**src/rtl/mult_share_arbiter.sv**
```systemverilog
// Shares one pipelined multiplier among NREQ requesters with round-robin grant, ID tagging and drain.
// Define MULT_ARB_FIXED_PRIO_EN to replace round-robin with fixed lowest-index priority.
module mult_share_arbiter #(
   parameter int unsigned NREQ    = 4,
   parameter int unsigned WIDTH   = 4,
   parameter int unsigned MUL_LAT = 2
) (
   input  logic                    clk,
   input  logic                    clear,
   input  logic [NREQ-1:0]         req_valid,
   input  logic [NREQ*WIDTH-1:0]   req_a,
   input  logic [NREQ*WIDTH-1:0]   req_b,
   output logic [NREQ-1:0]         req_ready,
   output logic [WIDTH-1:0]        mul_a,
   output logic [WIDTH-1:0]        mul_b,
   input  logic [2*WIDTH-1:0]      mul_prod,
   output logic                    rsp_valid,
   output logic [$clog2(NREQ)-1:0] rsp_id,
   output logic [2*WIDTH-1:0]      rsp_prod,
   input  logic                    pause_req,
   output logic                    pause_ack
);
   localparam int unsigned IDW = $clog2(NREQ);

   typedef enum logic [1:0] {StRun, StDrain, StPaused} state_t;

   state_t              r_state, w_state_next;
   logic [NREQ-1:0]     w_grant;
   logic [IDW-1:0]      w_gnt_id;
   logic [WIDTH-1:0]    w_sel_a, w_sel_b;
   logic                w_found, w_xfer, w_busy;
   int unsigned         w_idx;
   logic                r_tag_vld;
   logic [IDW-1:0]      r_tag_id;
   logic [WIDTH-1:0]    r_mul_a, r_mul_b;
   logic                w_al_vld, w_sh_busy;
   logic [IDW-1:0]      w_al_id;
   logic                r_rsp_vld;
   logic [IDW-1:0]      r_rsp_id;
   logic [2*WIDTH-1:0]  r_rsp_prod;
`ifndef MULT_ARB_FIXED_PRIO_EN
   logic [IDW-1:0]      r_ptr;
`endif

   // First valid requester in search order; pause and clear block grants combinationally.
   always_comb begin
      w_grant  = '0;
      w_gnt_id = '0;
      w_sel_a  = '0;
      w_sel_b  = '0;
      w_found  = 1'b0;
      w_idx    = 0;
      if (!clear && !pause_req) begin
         for (int unsigned k = 0; k < NREQ; k++) begin
`ifdef MULT_ARB_FIXED_PRIO_EN
            w_idx = k;
`else
            w_idx = (32'(r_ptr) + k) % NREQ;
`endif
            if (!w_found && req_valid[w_idx]) begin
               w_found          = 1'b1;
               w_grant[w_idx]   = 1'b1;
               w_gnt_id         = IDW'(w_idx);
               w_sel_a          = req_a[w_idx*WIDTH +: WIDTH];
               w_sel_b          = req_b[w_idx*WIDTH +: WIDTH];
            end
         end
      end
   end

   assign req_ready = w_grant;
   assign w_xfer    = |(req_valid & w_grant);

`ifndef MULT_ARB_FIXED_PRIO_EN
   always_ff @(posedge clk or posedge clear) begin
      if (clear) begin
         r_ptr <= '0;
      end else if (w_xfer) begin
         r_ptr <= (w_gnt_id == IDW'(NREQ - 1)) ? '0 : w_gnt_id + IDW'(1);
      end
   end
`endif

   always_ff @(posedge clk or posedge clear) begin
      if (clear) begin
         r_tag_vld <= 1'b0;
         r_tag_id  <= '0;
         r_mul_a   <= '0;
         r_mul_b   <= '0;
      end else begin
         r_tag_vld <= w_xfer;
         r_tag_id  <= w_xfer ? w_gnt_id : '0;
         r_mul_a   <= w_xfer ? w_sel_a : '0;
         r_mul_b   <= w_xfer ? w_sel_b : '0;
      end
   end

   // Tag delay line matching the multiplier's internal register stages.
   if (MUL_LAT == 0) begin : g_no_lat
      assign w_al_vld  = r_tag_vld;
      assign w_al_id   = r_tag_id;
      assign w_sh_busy = 1'b0;
   end else begin : g_lat
      logic [MUL_LAT-1:0] r_sh_vld;
      logic [IDW-1:0]     r_sh_id [MUL_LAT];

      always_ff @(posedge clk or posedge clear) begin
         if (clear) begin
            r_sh_vld <= '0;
            for (int unsigned s = 0; s < MUL_LAT; s++) r_sh_id[s] <= '0;
         end else begin
            r_sh_vld[0] <= r_tag_vld;
            r_sh_id[0]  <= r_tag_id;
            for (int unsigned s = 1; s < MUL_LAT; s++) begin
               r_sh_vld[s] <= r_sh_vld[s-1];
               r_sh_id[s]  <= r_sh_id[s-1];
            end
         end
      end

      assign w_al_vld  = r_sh_vld[MUL_LAT-1];
      assign w_al_id   = r_sh_id[MUL_LAT-1];
      assign w_sh_busy = |r_sh_vld;
   end

   always_ff @(posedge clk or posedge clear) begin
      if (clear) begin
         r_rsp_vld  <= 1'b0;
         r_rsp_id   <= '0;
         r_rsp_prod <= '0;
      end else begin
         r_rsp_vld  <= w_al_vld;
         r_rsp_id   <= w_al_vld ? w_al_id : '0;
         r_rsp_prod <= w_al_vld ? mul_prod : '0;
      end
   end

   assign w_busy = r_tag_vld | w_sh_busy | r_rsp_vld;

   always_ff @(posedge clk or posedge clear) begin
      if (clear) r_state <= StRun;
      else       r_state <= w_state_next;
   end

   always_comb begin
      w_state_next = r_state;
      case (r_state)
         StRun: begin
            if (pause_req) w_state_next = StDrain;
         end
         StDrain: begin
            if (!pause_req)   w_state_next = StRun;
            else if (!w_busy) w_state_next = StPaused;
         end
         StPaused: begin
            if (!pause_req) w_state_next = StRun;
         end
         default: w_state_next = StRun;
      endcase
   end

   assign mul_a     = r_mul_a;
   assign mul_b     = r_mul_b;
   assign rsp_valid = r_rsp_vld;
   assign rsp_id    = r_rsp_id;
   assign rsp_prod  = r_rsp_prod;
   assign pause_ack = (r_state == StPaused);

endmodule

```
**config.mk**
```make
export PLATFORM = sky130hd
export DESIGN_NAME = mult_share_arbiter
export DESIGN_NICKNAME = d
export VERILOG_FILES = /design/src/rtl/mult_share_arbiter.sv
export SDC_FILE = /design/constraint.sdc
export NUM_CORES = 1
export LEC_CHECK = 0
export ABC_CLOCK_PERIOD_IN_PS = 4390
export BUFFER_PORTS_ARGS = -buffer_cell sky130_fd_sc_hd__buf_4
export CORE_UTILIZATION = 30
export CTS_CLUSTER_SIZE = 10
export DETAILED_ROUTE_END_ITERATION = 6
export PLACE_DENSITY = 0.62
export REMOVE_ABC_BUFFERS = 1
export SLEW_MARGIN = 20
export SYNTH_ARGS = -nofsm -noshare
export SYNTH_HDL_FRONTEND = slang
export SYNTH_SLANG_ARGS = --single-unit
```
**constraint.sdc**
```tcl
create_clock -name clk -period 4.39 [get_ports clk]
set_input_delay 0.439 -clock clk [delete_from_list [all_inputs] [get_ports clk]]
set_output_delay 0.439 -clock clk [all_outputs]
set_load 0.01 [all_outputs]
```
==> results.txt <==
R2R Setup Slk -> 0.97 ns
Worst EP arrival -> 3.58 ns
Syn Inst Count -> 223
starting density of the core -> 0.3143
hold buffers post-CTS -> 0
synthesized cell area -> 2609 sq um
Slew headroom -> 0.5085
internal power -> 1.010 mW
Critical Path Sink Type -> flop
Ports -> 71
pre-CTS setup slack -> 0.9943 ns
MaxCap Viol Count -> 0
Pwr Total -> 1.610 mW
post-route setup slack -> 0.9731 ns
Resized Gates After CTS -> 0
worst hold margin -> 0.2462 ns
worst r2r dst -> r_ptr[0]$_DFFE_PP0P_
H-tree depth -> 2
Async S/R FF share, synth -> 1.000
Avg Vias per Cell -> 5.468
post-route insts no fill -> 389
Final GP Congestion -> 0.8822
vias in the first global route -> 2010
ANT cells -> 0
Final ANT Viol Nets -> 0
core box area -> 8299 sq um
fin area -> 3306 sq um
PwrDens -> 486.9 nW/um^2
top-area cell type share of the netlist area -> 0.3070
top cells by area, synth -> dfrtp_1 31%, mux4_2 30%, a22o_1 3.0%
EDFF count, synth -> 0
Clock Tree Buf Depth -> 2
crit-path max FO -> 18
post-synthesis sequential area ratio -> 0.3070
first-pass iteration count of the detailed router -> 4
DRC Markers -> 0
Setup crit start kind -> flop
worst vdd ir -> 0.0002256 V
DR iter-0 viols -> 122
largest area contributor in the netlist -> dfrtp_1
clock sink total -> 32
CTS buffer count -> 5
worst stage delay on the critical path -> 0.54 ns
layout cells sized above 1 -> 0.4472
CP Class -> flop to flop
worst path required time -> 4.55 ns
Synth Flop Type -> dfrtp_1
CP cell instances -> inv_1 -> ha_1 -> buf_4 -> mux4_2 -> or2_1 -> nor2_1 -> a21o_1 -> a2111oi_4 -> buf_4 -> mux2_4
die area -> 9073 sq um
Max Clk Rate -> 292.7 MHz
FILL cells -> 796
worst reg2reg path depth -> 10
flops & latches, synth -> 32
DP Wirelength -> 4563 microns
final worst path period share -> 0.7783
placed cell area -> 3198 sq um
Rows -> 33
cell with the most instances after synthesis -> mux4_2
clk_lat worst skew -> 0.27 ns
Sw Pwr -> 0.5996 mW
HP Class -> primary input to asynchronous set/reset pin
root buf cell -> clkbuf_8
Routed WL per cell -> 15.80 microns
Yosys cell types -> 45
synthesized area per cell -> 11.70 sq um
crit path max-delay cell type -> a2111oi_4
r2r startpoint -> r_ptr[0]$_DFFE_PP0P_
Critical Path Start -> r_ptr[0]$_DFFE_PP0P_
I/O Buffers -> 70
synth-to-layout area growth -> 26.71%
LEAKAGE -> 1.478 nW
final-report hold violation count -> 0
Synthesis Warnings -> 0
commonest cells in the netlist -> 35 x mux4_2, 32 x dfrtp_1, 20 x nand2_1
minimum clock period -> 3.417 ns
Final setup viols -> 0
most frequent CP cell -> buf_4
status -> complete, no violations
placed cell count -> 381
gr ovfl total -> 0
final max-slew violation count -> 0
nets -> 336
unrepaired setup endpoints after global routing -> no
Flop pwr share -> 0.244
first-pass GRT wire length -> 10010 microns
Net Sw Frac -> 0.3725
worst slew pin tran -> 0.7357 ns
Routed WL -> 6148 microns
initial antenna violation count -> 0
combinational power share -> 0.588
Clock Skew -> 0.005916 ns
largest net degree at the start of global routing -> 47
clock transition at the registers of the reported paths -> 0.07 ns
Die Y -> 95.25 microns
CTS tree -> yes
GRT Util Overall -> 0.1407
via count -> 2127
clock power share -> 0.168
width of the die -> 95.25 microns
Post-CTS Setup Inserts -> 0
## layer usage
| metal | global-route usage | routed length (microns) | up-vias |
|---|---|---|---|
| li1 | - | - | 986 |
| met1 | 0.1949 | 2702 | 1058 |
| met2 | 0.2310 | 2965 | 81 |
| met3 | 0.03030 | 457 | 2 |
| met4 | 0.01894 | 22 | 0 |
| met5 | 0 | 0 | - |
## critical path, delay by kind of cell (launching register included)
kind            cells  cell delay [ns]
simple gates        2             0.33
buf+inv             3             0.73
compound gates      2             0.75
mux                 2             0.77
flops               1             0.40
fa+ha+maj           1             0.31
## kinds of logic (layout without fill, tap and decap cells)
group,count (synthesis),in the layout,synth area share
AO/OA/AOI/OAI,51,51,0.1448
XOR/XNOR,1,1,0.003358
multiplexers,44,44,0.3400
AND/OR/NAND/NOR,62,62,0.1266
adder cells (fa/ha/maj),6,6,0.02878
buffers and inverters,27,88,0.04940
flip-flops,32,32,0.3070
## state kept, by name, indices dropped and copies added, names as in the netlist
name            flops
rsp_valid           1
r_state             2
rsp_id              2
r_tag_vld           1
mul_a               4
r_ptr               2
mul_b               4
g_lat.r_sh_id       2
rsp_prod            8
r_tag_id            2
w_al_id             2
g_lat.r_sh_vld      2
## metrics by stage
stage                     setup TNS (ns)  utilization
final                                  0       0.3983
after CTS                              0       0.3983
after floorplan                   -7.903            -
after detailed placement               0       0.3853
after global routing                   0       0.3983
after global placement                 0       0.3853
## power groups by stage
stage	Clock, mW	Sequential, mW	Combinational (mW)
2_1_floorplan	0	0.461	0.619
3_3_place_gp	0	0.397	0.943
3_5_place_dp	0	0.399	0.955
4_1_cts	0.278	0.393	0.958
5_1_grt	0.296	0.401	1.03
6_report	0.270	0.393	0.947
## worst max-delay path by stage
| stage | endpoint | cells past startpoint |
|---|---|---|
| final | r_ptr[0]$_DFFE_PP0P_ | 10 |
| after global routing | r_ptr[0]$_DFFE_PP0P_ | 8 |
| after CTS | r_ptr[0]$_DFFE_PP0P_ | 8 |
| after global placement | r_ptr[0]$_DFFE_PP0P_ | 8 |
| after detailed placement | r_ptr[0]$_DFFE_PP0P_ | 8 |
| after floorplan | r_ptr[0]$_DFFE_PP0P_ | 8 |
## final cells by class
| type | count | area, sq um | area share |
|---|---|---|---|
| multi-input combinational | 164 | 1679 | 0.5079 |
| sequential | 32 | 802.0 | 0.2426 |
| timing repair buffer | 76 | 570.5 | 0.1726 |
| tap | 105 | 131.4 | 0.03974 |
| clock buffer | 6 | 72.57 | 0.02195 |
| clock inverter | 2 | 35.03 | 0.01060 |
| inverter | 4 | 15.01 | 0.004542 |
## placed cells by master, fill, tap and decap left out, drive strengths merged, types with 2 or more instances in the layout
cell type / instances
buf: 76
mux4: 35
dfrtp: 32
nand2: 20
and2: 11
a21oi: 11
a22o: 9
nor2: 8
a22oi: 7
o21ai: 7
ha: 6
clkbuf: 6
mux2i: 5
nand4: 4
nor2b: 4
inv: 4
mux2: 4
nand2b: 3
nand3: 3
nand3b: 2
or2: 2
a21o: 2
o211ai: 2
a31oi: 2
a211oi: 2
and3: 2
nor3b: 2
No activity file was read; power rests on OpenSTA's default activity.
